$ cat src/rtl/sd_cmd_arb.sv
// Round-robin arbiter sequencing two requesters onto one shared SD SPI command engine.
// Grant 1 cycle after req, start 1 cycle later unless eng_busy stalls it; handles R1 timeout, CS gaps, lock chains.
module sd_cmd_arb #(
  parameter int GAP_CLKS = 8,
  parameter int TIMEOUT  = 255
) (
  input  logic        sd_ck,
  input  logic        rst,
  input  logic [1:0]  req,
  input  logic [1:0]  lock,
  input  logic [47:0] cmd0,
  input  logic [47:0] cmd1,
  output logic [1:0]  gnt,
  output logic        done,
  output logic [7:0]  resp,
  output logic        timeout,
  output logic        eng_start,
  output logic [47:0] eng_cmd,
  input  logic        eng_busy,
  input  logic        eng_resp_valid,
  input  logic [7:0]  eng_resp,
  output logic        sd_csn
);

  localparam logic [1:0] S_IDLE  = 2'd0;
  localparam logic [1:0] S_ISSUE = 2'd1;
  localparam logic [1:0] S_WAIT  = 2'd2;
  localparam logic [1:0] S_GAP   = 2'd3;

  localparam logic [9:0] TMO_LD = 10'(TIMEOUT);
  // The entry cycle counts as the first gap cycle, so load one less.
  localparam logic [7:0] GAP_LD = 8'(GAP_CLKS - 1);

  logic [1:0]  state_q, state_d;
  logic [1:0]  gnt_q, gnt_d;
  logic        last_q, last_d;
  logic        done_q, done_d;
  logic [7:0]  resp_q, resp_d;
  logic        timeout_q, timeout_d;
  logic        start_q, start_d;
  logic [47:0] cmd_q, cmd_d;
  logic        csn_q, csn_d;
  logic [9:0]  tcnt_q, tcnt_d;
  logic [7:0]  gcnt_q, gcnt_d;
  logic        win;

  always_comb begin
    state_d   = state_q;
    gnt_d     = gnt_q;
    last_d    = last_q;
    done_d    = 1'b0;
    resp_d    = resp_q;
    timeout_d = timeout_q;
    start_d   = 1'b0;
    cmd_d     = cmd_q;
    csn_d     = csn_q;
    tcnt_d    = tcnt_q;
    gcnt_d    = gcnt_q;
    win       = 1'b0;
    case (state_q)
      S_IDLE: begin
        csn_d = 1'b1;
        gnt_d = 2'b00;
        if (req != 2'b00) begin
          win     = (req == 2'b11) ? ~last_q : req[1];
          gnt_d   = win ? 2'b10 : 2'b01;
          cmd_d   = win ? cmd1 : cmd0;
          last_d  = win;
          state_d = S_ISSUE;
        end
      end
      S_ISSUE: begin
        if (!eng_busy) begin
          start_d = 1'b1;
          csn_d   = 1'b0;
          tcnt_d  = TMO_LD;
          state_d = S_WAIT;
        end
      end
      S_WAIT: begin
        csn_d = 1'b0;
        // A response arriving on the expiry cycle still counts as a response.
        if (eng_resp_valid || tcnt_q == '0) begin
          done_d    = 1'b1;
          resp_d    = eng_resp_valid ? eng_resp : 8'hFF;
          timeout_d = ~eng_resp_valid;
          csn_d     = ~lock[last_q];
          gcnt_d    = GAP_LD;
          state_d   = S_GAP;
        end else begin
          tcnt_d = tcnt_q - 10'd1;
        end
      end
      default: begin
        csn_d = ~lock[last_q];
        if (gcnt_q == '0) begin
          if (lock[last_q] && req[last_q]) begin
            cmd_d   = last_q ? cmd1 : cmd0;
            state_d = S_ISSUE;
          end else begin
            gnt_d   = 2'b00;
            csn_d   = 1'b1;
            state_d = S_IDLE;
          end
        end else begin
          gcnt_d = gcnt_q - 8'd1;
        end
      end
    endcase
  end

  always_ff @(posedge sd_ck or posedge rst) begin
    if (rst) begin
      state_q   <= S_IDLE;
      gnt_q     <= 2'b00;
      last_q    <= 1'b1;
      done_q    <= 1'b0;
      resp_q    <= 8'hFF;
      timeout_q <= 1'b0;
      start_q   <= 1'b0;
      cmd_q     <= {48{1'b1}};
      csn_q     <= 1'b1;
      tcnt_q    <= '0;
      gcnt_q    <= '0;
    end else begin
      state_q   <= state_d;
      gnt_q     <= gnt_d;
      last_q    <= last_d;
      done_q    <= done_d;
      resp_q    <= resp_d;
      timeout_q <= timeout_d;
      start_q   <= start_d;
      cmd_q     <= cmd_d;
      csn_q     <= csn_d;
      tcnt_q    <= tcnt_d;
      gcnt_q    <= gcnt_d;
    end
  end

  assign gnt       = gnt_q;
  assign done      = done_q;
  assign resp      = resp_q;
  assign timeout   = timeout_q;
  assign eng_start = start_q;
  assign eng_cmd   = cmd_q;
  assign sd_csn    = csn_q;

endmodule

$ cat config.mk
export PLATFORM = sky130hd
export DESIGN_NAME = sd_cmd_arb
export DESIGN_NICKNAME = d
export VERILOG_FILES = /design/src/rtl/sd_cmd_arb.sv
export SDC_FILE = /design/constraint.sdc
export NUM_CORES = 1
export LEC_CHECK = 0
export CAP_MARGIN = 20
export CELL_PAD_IN_SITES_DETAIL_PLACEMENT = 0
export CELL_PAD_IN_SITES_GLOBAL_PLACEMENT = 2
export CORE_ASPECT_RATIO = 1.4
export CORE_MARGIN = 2
export CORE_UTILIZATION = 29
export CTS_CLUSTER_SIZE = 25
export DETAILED_ROUTE_END_ITERATION = 7
export HOLD_SLACK_MARGIN = 0.06
export PLACE_DENSITY_LB_ADDON = 0.15
export SLEW_MARGIN = 40
export SYNTH_ARGS = -nofsm -noshare
export SYNTH_HDL_FRONTEND = slang
export SYNTH_SLANG_ARGS = --single-unit
$ cat constraint.sdc
create_clock -name sd_ck -period 5.2 [get_ports sd_ck]
set_input_delay 1.56 -clock sd_ck [delete_from_list [all_inputs] [get_ports sd_ck]]
set_output_delay 1.56 -clock sd_ck [all_outputs]
set_load 0.02 [all_outputs]
Word level (Yosys, flattened, before mapping)

Index checks and enable logic that the tools add are counted.

Add/subtract/negate cells: 2
$lt $le $gt $ge: 1
Equal/unequal tests: 9
Multiplexer cells: 38
Bitwise logic cells: 5
Reductions and logical operators: 19

Operators by type and width:

| operator                                              | count |
|---|---|
| two-way mux 48 bit                                    | 5 |
| one-hot mux 48 bit (2 select lines)                   | 1 |
| two-way mux 8 bit                                     | 3 |
| two-way mux 10 bit                                    | 2 |
| one-hot mux 10 bit (2 select lines)                   | 1 |
| two-way mux 2 bit                                     | 8 |
| one-hot mux 8 bit (2 select lines)                    | 1 |
| two-way mux 1 bit                                     | 14 |
| logical NOT 10 bit                                    | 1 |
| subtractor 10 x 1 -> 10 bit, second input constant    | 1 |
| AND reduction 3 bit                                   | 3 |
| logical NOT 8 bit                                     | 1 |
| inequality test 2 bit, second input constant          | 4 |
| AND reduction 4 bit                                   | 2 |
| nonzero test 2 bit                                    | 4 |
| subtractor 8 x 1 -> 8 bit, second input constant      | 1 |
| one-hot mux 2 bit (3 select lines)                    | 1 |
| inverter 1 bit                                        | 5 |
| == test 2 bit, second input constant                  | 2 |
| inequality test 2 x 1 -> 1 bit, second input constant | 2 |
| one-hot mux 2 bit (2 select lines)                    | 1 |
| AND reduction 2 bit                                   | 2 |
| nonzero test 4 bit                                    | 1 |
| OR reduction 2 bit                                    | 2 |
| other kinds (6)                                       | 6 |

Bits in registers: 83
Input bits: 112
Output and inout bits: 62
Logic and storage cells: 85

Logic depth before layout (Yosys ltp)

Gate-level depths: netlist of the first run.

Depth after elaboration: 6
Gate-level depth with buffers: 8
Depth with buffers taken out: 7

Worst setup path before layout of the first run

No wires, ideal clock.

Path kind: in2reg
Start: input req[0]
End: register cmd_q[17] (netlist: eng_cmd[17])
Setup time: 0.085 ns
Data arrival time: 3.057 ns
Data required time: 5.115 ns
Path slack: 2.059 ns
Cell stages on the path: 6
Path buffers: 2
Cell sequence: nand2_1 a31oi_1 buf_2 clkbuf_1 mux2_2 mux2_1

Longest elaborated chain between the ends: 5
Elaborated cells between the ends (all ways): 12
Those cells by class: eq/ne (2); mux (6); reduce/logical (4)

RTL lines:

| what                                                                       | line   | source |
|---|---|---|
| start, declared                                                            | 9      | `input logic [1:0] req,` |
| == test 2 bit or two-way mux 1 bit (tied branches)                         | 65, 97 |  |
| two-way mux 1 bit, on equally long branches                                | 65, 97 |  |
| two-way mux 48 bit or logical AND 1 bit (tied branches)                    | 67, 97 |  |
| two-way mux 48 bit or nonzero test 2 bit (tied branches)                   | --     |  |
| one-hot mux 48 bit (2 select lines) or AND reduction 4 bit (tied branches) | --     |  |
| end signal, assigned                                                       | 121    | `cmd_q <= {48{1'b1}};` |
| end signal, assigned                                                       | 133    | `cmd_q <= cmd_d;` |
| end, declared                                                              | 41     | `logic [47:0] cmd_q, cmd_d;` |

Several ways; a longest one is shown, not always the timed one. The select of a mux whose other input is x is not followed.
A chain may end at the register's enable or synchronous reset.

Final worst setup path of the first run

Start: input req[1]
End: register cmd_q[8] (netlist: eng_cmd[8])

Same word-level chain as after synthesis.

==> flow_summary_export.csv, run 1 <==
group,metric,value,unit
outcome,status,"complete, no violations",
critical_path,rr_endpoint,"eng_cmd[8]",
power,p_per_area,616,mW/mm^2
critical_path,worstSetupPathType,"in -> reg",
yosys,netlist_top_cells_count,"78 x mux2_2, 58 x dfstp_2, 25 x dfrtp_1",
yosys,synth_ff_type,"dfstp_2",
cts,cts-root-buf,"clkbuf_16",
detailed_routing,postRouteAntennaNets,0,
sta,holdWs,0.498,ns
sta,relSlewSlack,54.4,%
yosys,syn_nets,479,
yosys,synth_top_area_share,35.0,%
critical_path,crit_path_max_fanout,48,
cts,insertion_delay,0.33,ns
yosys,netlist_area,0.00436,sq mm
critical_path,arrival,3.94,ns
detailed_routing,route.detailed.drc,0,
placement,dp.final_hpwl,8540,um
detailed_routing,route.detailed.wl_per_inst,15.6,um
global_route,grt_pass1_wl,17500,um
sta,slew_viol_final,0,
yosys,postSynthCellCount,360,
yosys,synth_cell_types,53,
power,leakagePower,0.00253,uW
floorplanning,dieArea,0.0160,sq mm
sta,tightestPinTransition,0.679,ns
cts,clkSinkCount,83,
critical_path,reg2reg_depth,7,
yosys,ys_seq_elements,83,
global_route,grt_overflow_total,0,
sta,min_period,3.69,ns
cts,cts_resized,0,
power,combPwrFrac,53.6,%
sta,hold_viol,0,
global_route,grt_pass1_vias,3431,
sta,skew,0.00625,ns
power,pwr-share-clk,14.9,%
detailed_routing,viasPerCell,4.74,
power,sw_frac_of_total,36.6,%
critical_path,end_kind,"register",
critical_path,rr_startpoint,"gcnt_q[0]",
global_route,grt_max_degree,49,
critical_path,ff2ff_setup_slack,2.46,ns
hold_path,min_path_type,"reg -> reg",
sta,tns,0,ns
power,p_int,2580,uW
yosys,seq_area_frac_synth,49.3,%
layout,n_fill_cell,1405,
placement,portBuffers,173,
global_route,antenna_found_initial,0,
floorplanning,core,0.0149,sq mm
yosys,synth_top_area_cell,"dfstp_2",
power,ir_worst_vdd,213,uV
detailed_routing,drtIter0Drc,74,
cts,clockBufferDepth,2,
critical_path,startpoint_type,"primary input",
detailed_routing,first_pass_iters,4,
layout,final_nets,652,
critical_path,endpoint,"eng_cmd[8]",
sta,rsz0062_at_grt,"false",
sta,fin_crit_sh,70.9,%
sta,finalSetupViolations,0,
critical_path,required,5.45,ns
floorplanning,die_h,149,um
sta,fmax,0.271,GHz
cts,cts_tree,"done",
cts,htree_levels,3,
floorplanning,io_pins,174,
yosys,yosysMostFrequentCell,"mux2_2",
floorplanning,start_util,29.3,%
critical_path,cp-startpoint,"req[1]",
cts,cts_hold_buf,0,
cts,postCtsSetupBuffers,0,
detailed_routing,wl,11400,um
floorplanning,fp-row-count,53,
layout,drive_gt1_share,30.3,%
placement,place_congestion,0.740,
detailed_routing,vias,3460,
cts,cts.reportedPaths.clkPinSlew,0.06,ns
yosys,ys.warnings.count,0,
run,cap_violations,0,
power,seq_power_share,31.5,%
yosys,synth.avg_cell_area,12.1,sq um
floorplanning,die_x,108,um
yosys,synthArstFlopShare,100,%
layout,area_growth_syn_to_layout,51.3,%
power,netSwitchingPower,1490,uW
global_route,grt_usage,13.9,%
layout,antenna_cells,0,
yosys,synth_edf_count,0,
cts,cts_made_buffers,9,
yosys,yosys-top-cells-area,"dfstp_2 35%, mux2_2 20%, dfrtp_1 14%",
## logic make-up after synthesis
group	share of synthesized area [%]
adder cells (fa/ha/maj)	2.01
XOR/XNOR	0.402
flip-flops	49.3
multiplexers	26.2
buffers and inverters	3.93
AND/OR/NAND/NOR	7.90
AO/OA/AOI/OAI	10.2
## registers in the layout (all words and copies together), names as in the netlist, 2 cells and up
name,flops
eng_cmd,48
gcnt_q,8
gnt,2
resp,8
state_q,2
tcnt_q,10
## through the flow
stage               std cells  setup WS [ns]  utilization (%)  instance area [sq um]  power [uW]
floorplan                 360           1.60                -                   4360        2670
global placement          714           1.22             42.5                   6310        3480
detailed placement        714           1.16             42.5                   6310        3510
CTS                       730           1.51             44.4                   6590        4140
global route              730           1.41             44.4                   6600        4350
finish                    730           1.51             44.4                   6600        4070
## layout make-up
cell class              count  area, sq um  share of cell area [%]
well taps                 192          240                    3.64
clock buffers              13          262                    3.97
clock inverters             3         21.3                   0.323
repair buffers            180         1780                    27.1
flip-flops and latches     83         2150                    32.6
multi-input cells         240         2070                    31.3
inverters                  19         72.6                    1.10
## cells in the final DEF (no fill, tap or decap), types with 4 or more instances in the layout
cell type	n
a21boi_0	4
nor3_1	8
inv_1	18
clkdlybuf4s50_1	173
clkbuf_16	10
ha_1	7
a31oi_1	11
a21oi_1	11
nand3_1	5
mux2_2	78
o31ai_1	6
nor2b_1	4
buf_4	7
nor2_1	20
mux2i_1	4
dfstp_2	58
nand2_1	7
dfrtp_1	25
mux2_1	20
o21ai_0	9
## power groups by stage
stage               Clock (uW)  Combinational (uW)  Sequential (uW)
floorplan                    0                1080             1590
CTS                        630                2220             1290
finish                     604                2180             1280
global route               662                2360             1330
global placement             0                2190             1290
detailed placement           0                2220             1290
## worst min path at each step
stage          depth (start not counted)       from  slack, ns        end
2_1_floorplan                          1  tcnt_q[2]       0.47  tcnt_q[2]
3_3_place_gp                           2    resp[2]       0.49    resp[2]
3_5_place_dp                           2    resp[7]       0.49    resp[7]
4_1_cts                                2    resp[2]       0.50    resp[2]
5_1_grt                                2    resp[0]       0.52    resp[0]
6_report                               2    resp[2]       0.50    resp[2]
## worst max-delay path, stage by stage
cell and delay [ns]:
clkdlybuf4s50_1 0.63, nand3_1 0.18, a2111o_1 0.43, a21oi_4 0.15
buf_4 0.51, mux2_2 0.42
## routing by layer
| layer | wire [um] | GRT usage, % | part of all wire [%] |
|---|---|---|---|
| met4 | 219 | 6.03 | 1.9 |
| met3 | 849 | 3.19 | 7.5 |
| met1 | 4370 | 15.4 | 38 |
| met2 | 5930 | 25.3 | 52 |
| met5 | 0 | 0 | 0 |
Power figures use the tool's default switching activity.
==> run 2, diff against run 1 <==
--- a/config.mk
+++ b/config.mk
@@ -10,7 +10,7 @@
 export CELL_PAD_IN_SITES_GLOBAL_PLACEMENT = 2
 export CORE_ASPECT_RATIO = 1.4
 export CORE_MARGIN = 2
-export CORE_UTILIZATION = 29
+export CORE_UTILIZATION = 27
 export CTS_CLUSTER_SIZE = 25
 export DETAILED_ROUTE_END_ITERATION = 7
 export HOLD_SLACK_MARGIN = 0.06
==> constraint.sdc (replaced) <==
create_clock -name sd_ck -period 3.5 [get_ports sd_ck]
set_input_delay 1.05 -clock sd_ck [delete_from_list [all_inputs] [get_ports sd_ck]]
set_output_delay 1.05 -clock sd_ck [all_outputs]
set_load 0.02 [all_outputs]
==> run 2 against run 1 <==
Against the previous run: clock power increased by 71%; clock skew increased by 0.00067 ns; design area increased by 1.5%; total power increased by 54%; final cell count increased by 1.1%; sequential share of layout area decreased by 0.48 points; sequential power increased by 49%; critical path depth unchanged; routed wire length increased by 6.8%; combinational power increased by 52%; critical endpoint is now eng_cmd[9]; highest routed layer unchanged.
==> flow_summary_export.csv, run 2 (synthesized netlist as in run 1, its figures left out) <==
group,metric,value,unit
floorplanning,io_pins,174,
floorplanning,core,0.0160,sq mm
floorplanning,die_h,154,um
critical_path,crit_path_max_fanout,48,
cts,cts_hold_buf,0,
detailed_routing,route.detailed.drc,0,
global_route,antenna_found_initial,0,
critical_path,end_kind,"register",
layout,fin_util,41.9,%
layout,final_cell_mix,"173 x clkdlybuf4s50_1, 78 x mux2_2, 58 x dfstp_2, 25 x dfrtp_1",
layout,area_growth_syn_to_layout,53.6,%
sta,skew,0.00692,ns
critical_path,worstSetupPathType,"in -> reg",
placement,placed_area,0.00637,sq mm
cts,cts_made_buffers,9,
floorplanning,dieArea,0.0172,sq mm
critical_path,required,3.76,ns
sta,finalSetupViolations,0,
layout,fin_area,0.00669,sq mm
sta,tightestPinTransition,0.691,ns
cts,clkSinkCount,83,
sta,slew_viol_final,0,
critical_path,crit_chain,"clkdlybuf4s50_1, nand3b_1, a2111o_1, a21oi_4, buf_12, mux2_2",
detailed_routing,postRouteAntennaNets,0,
cts,clockBufferDepth,2,
critical_path,slowest_stage,"clkdlybuf4s50_1",
global_route,grt_max_degree,49,
layout,n_fill_cell,1573,
layout,largest_register_ff_count,48,
cts,cts_resized,0,
floorplanning,die_x,111,um
placement,pre_cts_ws,0.294,ns
detailed_routing,wl,12100,um
hold_path,min_path_type,"reg -> reg",
cts,cts.reportedPaths.clkPinSlew,0.07,ns
detailed_routing,first_pass_iters,5,
power,ir_worst_vdd,341,uV
power,leakagePower,0.00257,uW
sta,fin_crit_sh,82.5,%
power,p_per_area,935,mW/mm^2
detailed_routing,drtIter0Drc,92,
detailed_routing,viasPerCell,4.76,
global_route,grt_pass1_vias,3517,
layout,regArea,0.00215,sq mm
critical_path,critPathTopFamily,"buffers and inverters",
placement,dp.final_hpwl,9050,um
layout,multi_input_area,0.00207,sq mm
critical_path,worst-path-buf-inv,2,
detailed_routing,vias,3515,
layout,final-instance-count-excl-fill,738,
critical_path,startpoint_type,"primary input",
sta,min_period,2.89,ns
sta,rsz0062_at_grt,"false",
sta,tns,0,ns
detailed_routing,route.detailed.wl_per_inst,16.4,um
placement,portBuffers,173,
critical_path,cpPeakStageDelay,0.59,ns
cts,cts_tree,"done",
placement,place_congestion,0.730,
run,cap_violations,0,
sta,finalWorstSetupSlack,0.612,ns
global_route,grt_usage,14.1,%
sta,relSlewSlack,53.6,%
layout,final_nets,653,
global_route,grt_overflow_total,0,
layout,drive_gt1_share,30.8,%
cts,postCtsSetupBuffers,0,
layout,final_common_cell,"clkdlybuf4s50_1",
cts,cts-root-buf,"clkbuf_16",
floorplanning,fp-row-count,55,
layout,antenna_cells,0,
placement,dp_cells,722,
outcome,status,"complete, no violations",
sta,hold_viol,0,
cts,htree_levels,3,
sta,fmax,0.346,GHz
global_route,grt_pass1_wl,19300,um
floorplanning,start_util,27.3,%
cts,insertion_delay,0.33,ns
critical_path,arrival,3.15,ns
## run 2: changes by cell type in the layout (fill, tap and decap cells not counted), sizes merged
cell,previous run,this run
buf,7,8
clkinvlp,1,0
clkinv,3,2
inv,18,20
clkbuf,13,11
bufinv,0,2
## run 2: metal layers
layer / vias up / global-route usage (%) / part of all wire [%]
met5: - / 0 / 0
met4: 0 / 5.06 / 1.9
met3: 11 / 3.80 / 6.4
met2: 124 / 25.1 / 51
met1: 1702 / 16.2 / 40
li1: 1678 / - / -
## run 2: worst register-to-register path, cell delays in order, from the launching register on
cell	delay (ns)
dfrtp_1	0.43
inv_1	0.10
ha_1	0.16
or4b_4	0.50
a2111o_1	0.35
a21oi_4	0.18
buf_12	0.26
mux2_2	0.43
## run 2: final timing paths
| kind | slack [ns] | start | end | cells past startpoint |
|---|---|---|---|---|
| setup / recovery | 0.61 | req[0] | eng_cmd[9] | 6 |
| hold / removal | 0.50 | resp[1] | resp[1] | 2 |
| setup reg to reg | 1.02 | gcnt_q[0] | eng_cmd[9] | 7 |
| hold reg to reg | 0.50 | resp[1] | resp[1] | 2 |
| max in group asynchronous | 1.65 | rst | resp[6] | 3 |
| min in group asynchronous | 1.11 | rst | gnt[1] | 2 |
## run 2: final cells by class
class                           instances  area share [%]
Clock buffer                           11            3.63
Clock inverter                          5            1.25
Inverter                               19            1.08
Multi-Input combinational cell        240            30.9
Sequential cell                        83            32.1
Tap cell                              199            3.72
Timing Repair Buffer                  181            27.3
## run 2: report_power, final
part	internal [uW]	switching (uW)
clock	649	382
combinational	1700	1620
sequential	1650	258
## run 2: stage by stage
stage,hold WS (ns),total power [uW]
after floorplan,0.472,3970
after global placement,0.490,5240
after detailed placement,0.492,5290
after CTS,0.502,6360
after global routing,0.510,6680
final,0.500,6260
==> run 3, diff against run 2 <==
==> constraint.sdc (replaced) <==
create_clock -name sd_ck -period 3 [get_ports sd_ck]
set_input_delay 0.9 -clock sd_ck [delete_from_list [all_inputs] [get_ports sd_ck]]
set_output_delay 0.9 -clock sd_ck [all_outputs]
set_load 0.02 [all_outputs]
==> run 3 against run 2 <==
Against the previous run: via count is 0.43% lower; sequential share of layout area is 0.14 points lower; clock power rose by 8%; utilization increased by 0.18 points; design area rose by 0.43%.
==> flow_summary_export.csv, run 3 (synthesized netlist as in run 1, its figures left out) <==
group,metric,value,unit
detailed_routing,viasPerCell,4.70,
critical_path,startpoint_type,"primary input",
cts,insertion_delay,0.33,ns
floorplanning,core,0.0160,sq mm
cts,htree_levels,3,
detailed_routing,drtIter0Drc,75,
cts,postCtsSetupBuffers,0,
layout,final-instance-count-excl-fill,745,
sta,tightestPinTransition,0.695,ns
sta,holdWs,0.502,ns
cts,cts_tree,"done",
floorplanning,die_h,154,um
run,cap_violations,0,
critical_path,worstSetupPathType,"in -> reg",
critical_path,arrival,2.84,ns
layout,area_growth_syn_to_layout,54.2,%
power,ir_worst_vdd,575,uV
floorplanning,fp-row-count,55,
global_route,grt_max_degree,51,
critical_path,required,3.25,ns
sta,tns,0,ns
global_route,grt_usage,14.2,%
sta,relSlewSlack,53.3,%
global_route,grt_pass1_vias,3645,
layout,final_cell_mix,"173 x clkdlybuf4s50_1, 78 x mux2_2, 58 x dfstp_2, 25 x dfrtp_1",
layout,antenna_cells,0,
floorplanning,start_util,27.3,%
layout,final_common_cell,"clkdlybuf4s50_1",
global_route,grt_overflow_total,0,
global_route,antenna_found_initial,0,
sta,fin_crit_sh,86.4,%
critical_path,end_kind,"register",
sta,fmax,0.386,GHz
placement,place_congestion,0.714,
sta,rsz0062_at_grt,"false",
outcome,status,"complete, no violations",
detailed_routing,wl,11900,um
sta,finalSetupViolations,0,
cts,clockBufferDepth,2,
detailed_routing,route.detailed.drc,0,
detailed_routing,postRouteAntennaNets,0,
detailed_routing,vias,3500,
layout,largest_register_ff_count,48,
placement,dp.final_hpwl,9110,um
placement,portBuffers,173,
sta,skew,0.00831,ns
critical_path,crit_path_max_fanout,48,
floorplanning,io_pins,174,
hold_path,min_path_type,"reg -> reg",
cts,cts-root-buf,"clkbuf_16",
global_route,grt_pass1_wl,19600,um
cts,cts_hold_buf,0,
floorplanning,die_x,111,um
power,leakagePower,0.00260,uW
placement,dp_cells,729,
cts,cts_resized,0,
cts,clkSinkCount,83,
layout,drive_gt1_share,31.5,%
sta,slew_viol_final,0,
floorplanning,dieArea,0.0172,sq mm
cts,cts_made_buffers,9,
cts,cts.reportedPaths.clkPinSlew,0.06,ns
detailed_routing,route.detailed.wl_per_inst,16.0,um
sta,hold_viol,0,
layout,final_nets,660,
sta,min_period,2.59,ns
power,p_per_area,1070,mW/mm^2
detailed_routing,first_pass_iters,4,
==> run 3: path summary, 6_finish.rpt <==
path,startpoint,end,slack [ns],depth (start not counted)
worst max-delay path,req[0],eng_cmd[9],0.41,6
worst min register to register,resp[6],resp[6],0.50,2
worst min-delay path,resp[6],resp[6],0.50,2
worst max register to register,gcnt_q[1],eng_cmd[9],0.53,7
max in group asynchronous,rst,eng_cmd[37],1.60,3
min in group asynchronous,rst,eng_cmd[11],1.01,2
==> run 3: stage by stage <==
| step | worst slack, ns | power, uW | cell area, sq um | util (%) |
|---|---|---|---|---|
| finish | 0.409 | 7210 | 6720 | 42.1 |
| global route | 0.364 | 7730 | 6720 | 42.1 |
| CTS | 0.432 | 7360 | 6720 | 42.1 |
| detailed placement | 0.0861 | 6210 | 6410 | 40.2 |
| global placement | 0.104 | 6150 | 6410 | 40.2 |
| floorplan | 0.0592 | 4630 | 4360 | - |
==> run 3: power breakdown <==
part	total [uW]	internal, uW	switching, uW	leakage [uW]
sequential	2220	1920	302	0.000899
clock	1110	682	432	0.000154
combinational	3870	2000	1870	0.00155
==> run 3: final cells by class <==
cell class,instances,area (sq um)
fillers,1600,9240
clock buffers,14,295
inverters,19,72.6
flip-flops and latches,83,2150
well taps,199,249
repair buffers,188,1880
multi-input cells,240,2060
clock inverters,2,13.8
==> run 3: metal layers <==
metal,track usage [%],vias up,share of wire [%]
met1,15.7,1693,40
met2,26.0,102,53
met4,4.76,0,1.5
met5,0,-,0
met3,4.08,10,5.7
li1,-,1695,-
==> run 3: critical path, cell delays in order <==
cell	delay, ns
clkdlybuf4s50_1	0.51
nand3b_1	0.11
a2111o_1	0.46
a21oi_4	0.18
buf_12	0.26
mux2_2	0.38
